`config.mk`:
```
export PLATFORM = sky130hd
export DESIGN_NAME = prio_scan_enc_flat
export DESIGN_NICKNAME = d
export VERILOG_FILES = /design/src/rtl/prio_pkg.sv /design/src/rtl/prio_scan_enc_if.sv /design/src/rtl/prio_enc_n.sv /design/src/rtl/prio_scan_enc.sv /design/src/flat_wrapper.sv
export SDC_FILE = /design/constraint.sdc
export NUM_CORES = 1
export LEC_CHECK = 0
export BUFFER_PORTS_ARGS = -buffer_cell sky130_fd_sc_hd__buf_2
export CAP_MARGIN = 40
export CORE_AREA = 2 2 64 66
export CTS_CLUSTER_SIZE = 14
export DETAILED_ROUTE_END_ITERATION = 8
export DIE_AREA = 0 0 66 68
export HOLD_SLACK_MARGIN = 0.02
export PLACE_DENSITY = 0.54
export SLEW_MARGIN = 20
export SYNTH_ARGS = -nofsm -noshare
export SYNTH_HDL_FRONTEND = slang
export SYNTH_SLANG_ARGS = --single-unit
```
`constraint.sdc`:
```
create_clock -name clk -period 3 [get_ports clk]
set_input_delay 0.45 -clock clk [delete_from_list [all_inputs] [get_ports clk]]
set_output_delay 0.45 -clock clk [all_outputs]
set_load 0.05 [all_outputs]
```
`src/rtl/prio_pkg.sv`:
```
// Shared definitions for the priority scan encoder: state encoding and
// an elaboration-time log2 helper used to size index ports.
package prio_pkg;

    typedef enum logic [1:0] {
        ST_IDLE = 2'd0,
        ST_SCAN = 2'd1,
        ST_NONE = 2'd2
    } state_t;

    // Ceiling log2, minimum 1 so a 2-entry vector still gets a 1-bit index.
    function automatic int clog2(input int value);
        int r;
        r = 0;
        while ((1 << r) < value) begin
            r = r + 1;
        end
        if (r < 1) begin
            r = 1;
        end
        return r;
    endfunction

endpackage

```
`src/rtl/prio_scan_enc_if.sv`:
```
// Request-in / index-out handshake bundle for prio_scan_enc.
interface prio_scan_enc_if #(
    parameter int N = 8
);
    import prio_pkg::*;

    localparam int W = clog2(N);

    logic         in_valid;
    logic         in_ready;
    logic [N-1:0] in_vec;
    logic         out_valid;
    logic         out_ready;
    logic [W-1:0] out_idx;
    logic         out_last;
    logic         out_none;
    logic [W:0]   out_cnt;

    modport master (
        output in_valid,
        input  in_ready,
        output in_vec,
        input  out_valid,
        output out_ready,
        input  out_idx,
        input  out_last,
        input  out_none,
        input  out_cnt
    );

    modport slave (
        input  in_valid,
        output in_ready,
        input  in_vec,
        output out_valid,
        input  out_ready,
        output out_idx,
        output out_last,
        output out_none,
        output out_cnt
    );

endinterface

```
`src/rtl/prio_enc_n.sv`:
```
// Combinational N-to-W fixed-priority encoder; generalisation of the
// 4-to-2 encoder with selectable LSB-first or MSB-first priority.
module prio_enc_n
    import prio_pkg::*;
#(
    parameter  int N         = 8,
    parameter  bit MSB_FIRST = 1'b0,
    localparam int W         = clog2(N)
) (
    input  logic [N-1:0] vec,
    output logic [W-1:0] idx,
    output logic         vld
);

    // The last match in each loop wins, so iterate from lowest to highest priority.
    always_comb begin
        idx = '0;
        vld = |vec;
        if (MSB_FIRST) begin
            for (int i = 0; i < N; i++) begin
                if (vec[i]) begin
                    idx = W'(i);
                end
            end
        end else begin
            for (int i = N - 1; i >= 0; i--) begin
                if (vec[i]) begin
                    idx = W'(i);
                end
            end
        end
    end

endmodule

```
`src/rtl/prio_scan_enc.sv`:
```
// Sequential priority scanner: accepts a request vector and emits the index
// of every set bit, one beat per output handshake, in priority order.
module prio_scan_enc
    import prio_pkg::*;
#(
    parameter int N          = 8,
    parameter bit MSB_FIRST  = 1'b0,
    parameter bit EMPTY_EMIT = 1'b1
) (
    input  logic            clk,
    input  logic            rst_n,
    prio_scan_enc_if.slave  bus,
    output logic            busy
);

    localparam int W = clog2(N);

    state_t       state;
    logic [N-1:0] pend;
    logic [W:0]   cnt;

    logic [W-1:0] enc_idx;
    logic         enc_vld;
    logic         one_left;

    prio_enc_n #(
        .N         (N),
        .MSB_FIRST (MSB_FIRST)
    ) u_enc (
        .vec (pend),
        .idx (enc_idx),
        .vld (enc_vld)
    );

    // Clearing the lowest set bit leaves zero only when a single bit remains.
    assign one_left = ((pend & (pend - N'(1))) == '0);

    always_comb begin
        bus.in_ready  = (state == ST_IDLE);
        busy          = (state != ST_IDLE);
        bus.out_valid = 1'b0;
        bus.out_idx   = '0;
        bus.out_last  = 1'b0;
        bus.out_none  = 1'b0;
        bus.out_cnt   = '0;
        case (state)
            ST_SCAN: begin
                bus.out_valid = enc_vld;
                bus.out_idx   = enc_idx;
                bus.out_last  = one_left;
                bus.out_cnt   = cnt;
            end
            ST_NONE: begin
                bus.out_valid = 1'b1;
                bus.out_last  = 1'b1;
                bus.out_none  = 1'b1;
            end
            default: begin
            end
        endcase
    end

    always_ff @(posedge clk or negedge rst_n) begin
        if (!rst_n) begin
            state <= ST_IDLE;
            pend  <= '0;
            cnt   <= '0;
        end else begin
            case (state)
                ST_IDLE: begin
                    if (bus.in_valid) begin
                        if (bus.in_vec != '0) begin
                            pend  <= bus.in_vec;
                            cnt   <= '0;
                            state <= ST_SCAN;
                        end else if (EMPTY_EMIT) begin
                            state <= ST_NONE;
                        end
                    end
                end
                ST_SCAN: begin
                    if (bus.out_ready) begin
                        pend <= pend & ~(N'(1) << enc_idx);
                        cnt  <= cnt + (W + 1)'(1);
                        if (one_left) begin
                            state <= ST_IDLE;
                        end
                    end
                end
                ST_NONE: begin
                    if (bus.out_ready) begin
                        state <= ST_IDLE;
                    end
                end
                default: begin
                    state <= ST_IDLE;
                end
            endcase
        end
    end

endmodule

```
`src/flat_wrapper.sv`:
```
// flat-port wrapper written by rule: the top's interface ports become plain ports
module prio_scan_enc_flat import prio_pkg::*;
#(
    parameter int N          = 8,
    parameter bit MSB_FIRST  = 1'b0,
    parameter bit EMPTY_EMIT = 1'b1
)
  (clk, rst_n, busy, bus_in_valid, bus_in_ready, bus_in_vec, bus_out_valid, bus_out_ready, bus_out_idx, bus_out_last, bus_out_none, bus_out_cnt);
  prio_scan_enc_if #(.N(N)) bus_i ();
  input  logic clk;
  input  logic rst_n;
  output logic busy;
  input wire logic [$bits(bus_i.in_valid)-1:0] bus_in_valid;
  output wire logic [$bits(bus_i.in_ready)-1:0] bus_in_ready;
  input wire logic [$bits(bus_i.in_vec)-1:0] bus_in_vec;
  output wire logic [$bits(bus_i.out_valid)-1:0] bus_out_valid;
  input wire logic [$bits(bus_i.out_ready)-1:0] bus_out_ready;
  output wire logic [$bits(bus_i.out_idx)-1:0] bus_out_idx;
  output wire logic [$bits(bus_i.out_last)-1:0] bus_out_last;
  output wire logic [$bits(bus_i.out_none)-1:0] bus_out_none;
  output wire logic [$bits(bus_i.out_cnt)-1:0] bus_out_cnt;
  assign bus_i.in_valid = bus_in_valid;
  assign bus_in_ready = bus_i.in_ready;
  assign bus_i.in_vec = bus_in_vec;
  assign bus_out_valid = bus_i.out_valid;
  assign bus_i.out_ready = bus_out_ready;
  assign bus_out_idx = bus_i.out_idx;
  assign bus_out_last = bus_i.out_last;
  assign bus_out_none = bus_i.out_none;
  assign bus_out_cnt = bus_i.out_cnt;
  prio_scan_enc #(.N(N), .MSB_FIRST(MSB_FIRST), .EMPTY_EMIT(EMPTY_EMIT)) u_core (.clk(clk), .rst_n(rst_n), .bus(bus_i), .busy(busy));
endmodule
```
==> impl_metrics.json, run 1 <==
{
  "p_leak_uw": 0.000586,
  "overflow": 0,
  "synth-seq-cells": 14,
  "numCtsBuffers": 3,
  "cts_resized": 0,
  "ys.flop_type": "dfrtp_1",
  "track_usage_pct": 15.0,
  "synth_most_common_cell": "dfrtp_1",
  "cts_hold_buffers": 0,
  "path_max_fanout": 8,
  "routed_via_density": 5.47,
  "grt_max_degree": 16,
  "yosys.area.top_type_share_pct": 32.0,
  "period_needed_ns": 2.39,
  "cts_buffer_depth": 2,
  "rsz0062_at_grt": "false",
  "clock_latency_ns": 0.25,
  "ys_top_cells_by_area": "dfrtp_1 32%, a21oi_1 5.0%, ha_1 4.6%",
  "crit_path_start_kind": "flip-flop",
  "final_layout_size_suffix_gt1_share_pct": 22.9,
  "hpwl_mm": 2.29,
  "endpoint_kind": "primary output",
  "port-buffer-count": 23,
  "fin_setup_tns_ns": 0,
  "coreArea_um2": 3860,
  "slowest_stage": "dfrtp_1",
  "synthArstFlopShare_pct": 100,
  "vias": 1110,
  "max_freq_mhz": 418,
  "netSwitchingFraction_pct": 54.3,
  "drcViolationCount": 0,
  "place_congestion": 0.839,
  "syn_area_um2": 1090,
  "worstMarginPinSlew_ns": 0.588,
  "clkTransAtPathRegs_ns": 0.07,
  "totalPowerFinal_uw": 1560,
  "final_net_count": 170,
  "wl_met2_mm": 1.37,
  "p_per_area_nw_per_um2": 1180,
  "fin_crit_sh_pct": 79.7,
  "finalMaxSlewViolations": 0,
  "drt-initial-drc-count": 61,
  "route.top_layer_used": "met4",
  "max_stage_delay_ns": 0.46,
  "cp.required_ns": 2.55,
  "crit_type": "reg2out",
  "synth_cell_type_count": 45,
  "synth_top_area_cell": "dfrtp_1",
  "skew_ns": 0.00250,
  "arrival_ns": 1.94,
  "h-tree-depth": 1,
  "ctsRootBufferMaster": "clkbuf_8",
  "syn-num-nets": 146,
  "seqPwrFrac_pct": 24.6,
  "rows": 23,
  "synth_edf_count": 0,
  "path_cells": "nor4_1 -> a22o_1 -> a31oi_1 -> nor2b_1 -> buf_2",
  "multi_input_comb_area_um2": 671,
  "intPower_uw": 711,
  "seq_area_frac_synth_pct": 32.0,
  "hold_path.class": "in2async",
  "setup_viol": 0,
  "area_growth_syn_to_layout_pct": 20.5,
  "postSynthAreaPerCell_um2": 8.41,
  "grt_pass1_wl_mm": 5.29,
  "slew_headroom_pct": 60.5,
  "cts.sinks": 14,
  "wl_met3_um": 142,
  "dieArea_um2": 4490,
  "grt_antenna_before_repair": 0,
  "initial_core_util_pct": 28.4,
  "drv_cap": 0,
  "wl_per_cell_um": 14.8,
  "cts_setup_buffers": 0,
  "p_clk_share_pct": 12.4,
  "wl_met1_mm": 1.42,
  "cts_tree": "yes",
  "hold_viol": 0,
  "die_w_um": 66,
  "drt_first_pass_iters": 4,
  "regArea_um2": 350,
  "p_sw_uw": 844,
  "routed_wl_mm": 3.00,
  "diodes": 0,
  "layout.filler_cells": 414,
  "yosys_warnings": 0,
  "io_pins": 24,
  "grt_pass1_vias": 1108,
  "die-height_um": 68,
  "antenna_left": 0,
  "peakVddDrop_uv": 540,
  "combPwrFrac_pct": 63.0,
  "status": "complete, no violations",
  "synth_common_cells": "14 x dfrtp_1, 12 x inv_1, 11 x a21oi_1",
  "synthCells": 130
}
## path summary, 6_finish.rpt
kind	slack, ns	end	depth (start not counted)	start
setup / recovery	0.61	bus_out_last	5	u_core.pend[4]$_DFFE_PN0P_
hold / removal	0.09	u_core.pend[0]$_DFFE_PN0P_	1	rst_n
setup reg to reg	0.86	u_core.pend[5]$_DFFE_PN0P_	6	u_core.state[1]$_DFFE_PN0P_
min in group clk	0.45	u_core.pend[1]$_DFFE_PN0P_	3	bus_in_vec[1]
hold reg to reg	0.58	u_core.cnt[1]$_DFFE_PN0P_	1	u_core.cnt[1]$_DFFE_PN0P_
max in group asynchronous	2.66	u_core.pend[2]$_DFFE_PN0P_	1	rst_n
## sequential cells by signal (all words and copies together) (netlist names)
signal,cells
u_core.cnt,4
u_core.pend,8
u_core.state,2
## critical path, delay by kind of cell, from the launching register on
family | cells | cell delay [ns]
buffers and inverters | 1 | 0.27
and+or+nand+nor | 2 | 0.58
DFF | 1 | 0.46
AOI/OAI and AO/OA | 2 | 0.39
## kinds of logic after synthesis
family / count (synthesis) / synth area share, %
muxes: 2 / 1.83
and+or+nand+nor: 38 / 19.6
DFF: 14 / 32.0
adders and majority gates: 4 / 4.58
buffers and inverters: 19 / 6.64
AOI/OAI and AO/OA: 53 / 35.4
## placed cells by master, fill, tap and decap left out, drive strengths merged, types with 4 or more instances in the layout
cell / n
buf: 25
dfrtp: 14
inv: 12
a21oi: 12
nor2: 9
o21ai: 9
nand2: 6
nor4: 5
a22oi: 4
ha: 4
clkbuf: 4
## cell type report
type                            count  area share (%)
Tap cell                           50            4.75
Sequential cell                    14            26.6
Timing Repair Buffer               25            9.88
Inverter                           13            3.70
Clock buffer                        4            4.18
Multi-Input combinational cell     97            50.9
## power by group through the flow
stage / sequential [uW] / clock [uW] / combinational, uW
6_report: 383 / 193 / 979
5_1_grt: 402 / 204 / 1080
4_1_cts: 378 / 199 / 976
3_5_place_dp: 381 / 0 / 968
3_3_place_gp: 380 / 0 / 967
2_1_floorplan: 327 / 0 / 800
## routing by layer
layer,GRT usage [%],vias up
met5,0,-
li1,-,546
met4,6.89,0
met1,20.7,523
met2,23.2,33
met3,2.30,8
## metrics by stage
stage          setup WS, ns  cells  utilization [%]  hold slack [ns]  cell area (um^2)
2_1_floorplan        0.0887    130                -            0.154              1090
3_3_place_gp          0.891    199             32.7            0.368              1260
3_5_place_dp          0.898    199             32.7            0.375              1260
4_1_cts               0.610    203             34.2           0.0965              1320
5_1_grt               0.429    203             34.2            0.115              1320
6_report              0.608    203             34.2           0.0943              1320
No activity file was read; power rests on OpenSTA's default activity.
==> inputs of run 2 (changes only) <==
--- a/config.mk
+++ b/config.mk
@@ -12,7 +12,7 @@
 export DETAILED_ROUTE_END_ITERATION = 8
 export DIE_AREA = 0 0 66 68
 export HOLD_SLACK_MARGIN = 0.02
-export PLACE_DENSITY = 0.54
+export PLACE_DENSITY = 0.56
 export SLEW_MARGIN = 20
 export SYNTH_ARGS = -nofsm -noshare
 export SYNTH_HDL_FRONTEND = slang
==> constraint.sdc (replaced) <==
create_clock -name clk -period 2.2 [get_ports clk]
set_input_delay 0.33 -clock clk [delete_from_list [all_inputs] [get_ports clk]]
set_output_delay 0.33 -clock clk [all_outputs]
set_load 0.05 [all_outputs]
==> impl_metrics.json, run 2 (same netlist as run 1, synthesis figures left out) <==
{
  "numCtsBuffers": 3,
  "largest_register": "u_core.pend",
  "slowest_stage": "dfrtp_2",
  "antenna_left": 0,
  "grt_pass1_vias": 1161,
  "port-buffer-count": 23,
  "initial_core_util_pct": 28.4,
  "final_common_cell": "buf_2",
  "whs_path_depth": 3,
  "overflow": 0,
  "h-tree-depth": 1,
  "final_cell_mix": "19 x buf_2, 12 x inv_1, 11 x a21oi_1, 11 x dfrtp_1, 9 x nor2_1",
  "cts_buffer_depth": 2,
  "hold_viol": 0,
  "routed_wl_mm": 3.35,
  "rows": 23,
  "fin_hold_ws_ns": 0.331,
  "die-height_um": 68,
  "io_pins": 24,
  "crit_type": "reg2out",
  "clkTransAtPathRegs_ns": 0.06,
  "dp.cells": 202,
  "crit_path_start_kind": "flip-flop",
  "fin_setup_tns_ns": 0,
  "diodes": 0,
  "cts.sinks": 14,
  "skew_ns": 0.00410,
  "p_leak_uw": 0.000607,
  "cp.required_ns": 1.87,
  "grt_max_degree": 15,
  "path_cells": "nor4_4 -> a22o_1 -> a31oi_1 -> nor2b_2 -> buf_4",
  "drv_cap": 0,
  "status": "complete, no violations",
  "fin_crit_sh_pct": 96.1,
  "regArea_um2": 354,
  "wl_per_cell_um": 16.2,
  "final_net_count": 175,
  "routed_via_density": 5.66,
  "ctsRootBufferMaster": "clkbuf_8",
  "max_freq_mhz": 473,
  "p_per_area_nw_per_um2": 1620,
  "max_stage_delay_ns": 0.46,
  "coreArea_um2": 3860,
  "place_area_um2": 1290,
  "worstMarginPinSlew_ns": 0.549,
  "layout.filler_cells": 407,
  "reg2reg_depth": 6,
  "post-route-cell-area_um2": 1420,
  "finalNonFillerCells": 207,
  "multi_input_comb_area_um2": 731,
  "setup_viol": 0,
  "vias": 1171,
  "arrival_ns": 1.78,
  "drcViolationCount": 0,
  "dieArea_um2": 4490,
  "slew_headroom_pct": 63.1,
  "grt_pass1_wl_mm": 5.35,
  "totalPowerFinal_uw": 2310,
  "path_delay_family": "simple AND/OR/NAND/NOR gates",
  "drt-initial-drc-count": 108,
  "grt_antenna_before_repair": 0,
  "endpoint_kind": "primary output",
  "drt_first_pass_iters": 4,
  "track_usage_pct": 15.8,
  "cts_tree": "yes",
  "finalMaxSlewViolations": 0,
  "clock_latency_ns": 0.25,
  "die_w_um": 66,
  "largestRegisters": "u_core.pend: 8 flops, u_core.cnt: 4 flops, u_core.state: 2 flops",
  "critPathBufInv": 1,
  "place_congestion": 0.903,
  "hold_path.class": "in2reg",
  "rsz0062_at_grt": "false",
  "critical_path_depth": 5,
  "area_growth_syn_to_layout_pct": 30.0,
  "largest_reg_flops": 8,
  "period_needed_ns": 2.11,
  "path_max_fanout": 6,
  "peakVddDrop_uv": 659,
  "final_layout_size_suffix_gt1_share_pct": 29.9,
  "hpwl_mm": 2.43
}
[run 2: tightest hold or removal path, stage by stage]
cell and delay (ns):
buf_2 0.10, nand2_1 0.05, o221ai_1 0.06
[run 2: per-layer routing]
metal  share of wire [%]  global-route usage, %  wire [um]  up-vias
met4                 2.4                   7.40         81        0
met1                  43                   19.2       1440      549
li1                    -                      -          -      553
met3                 7.4                   4.44        248       10
met5                   0                      0          0        -
met2                  47                   25.9       1570       59
[run 2: timing repair]
item                                   4_1_cts  5_1_grt
hold buffers                                 1        0
endpoints found under the hold margin       14        0
setup endpoints to repair                    3        5
gates resized for setup                      4       12
pin swaps                                    0        2
setup buffers                                0        1
[run 2: where the power goes]
group	switching (uW)	internal (uW)
clock	94.4	121
combinational	976	566
sequential	181	368
[run 2: path summary, 6_finish.rpt]
path | startpoint | to | slack [ns]
worst max-delay path | u_core.pend[3]$_DFFE_PN0P_ | bus_out_last | 0.09
worst min-delay path | bus_in_vec[2] | u_core.pend[2]$_DFFE_PN0P_ | 0.33
worst max register to register | u_core.state[0]$_DFFE_PN0P_ | u_core.pend[4]$_DFFE_PN0P_ | 0.21
worst min register to register | u_core.cnt[1]$_DFFE_PN0P_ | u_core.cnt[1]$_DFFE_PN0P_ | 0.57
max in group asynchronous | rst_n | u_core.pend[0]$_DFFE_PN0P_ | 1.37
min in group asynchronous | rst_n | u_core.pend[5]$_DFFE_PN0P_ | 0.53
[run 2: through the flow]
step	utilization (%)	worst slack, ns
floorplan	-	-0.0390
global placement	33.5	0.130
detailed placement	33.5	0.217
CTS	35.4	0.0461
global route	36.9	0.00742
finish	36.9	0.0862
[run 2: layout make-up]
cell class                      count  share of cell area, %
Tap cell                           50                   4.40
Timing Repair Buffer               30                   12.7
Sequential cell                    14                   24.9
Multi-Input combinational cell     97                   51.4
Clock buffer                        3                   2.90
Inverter                           13                   3.70
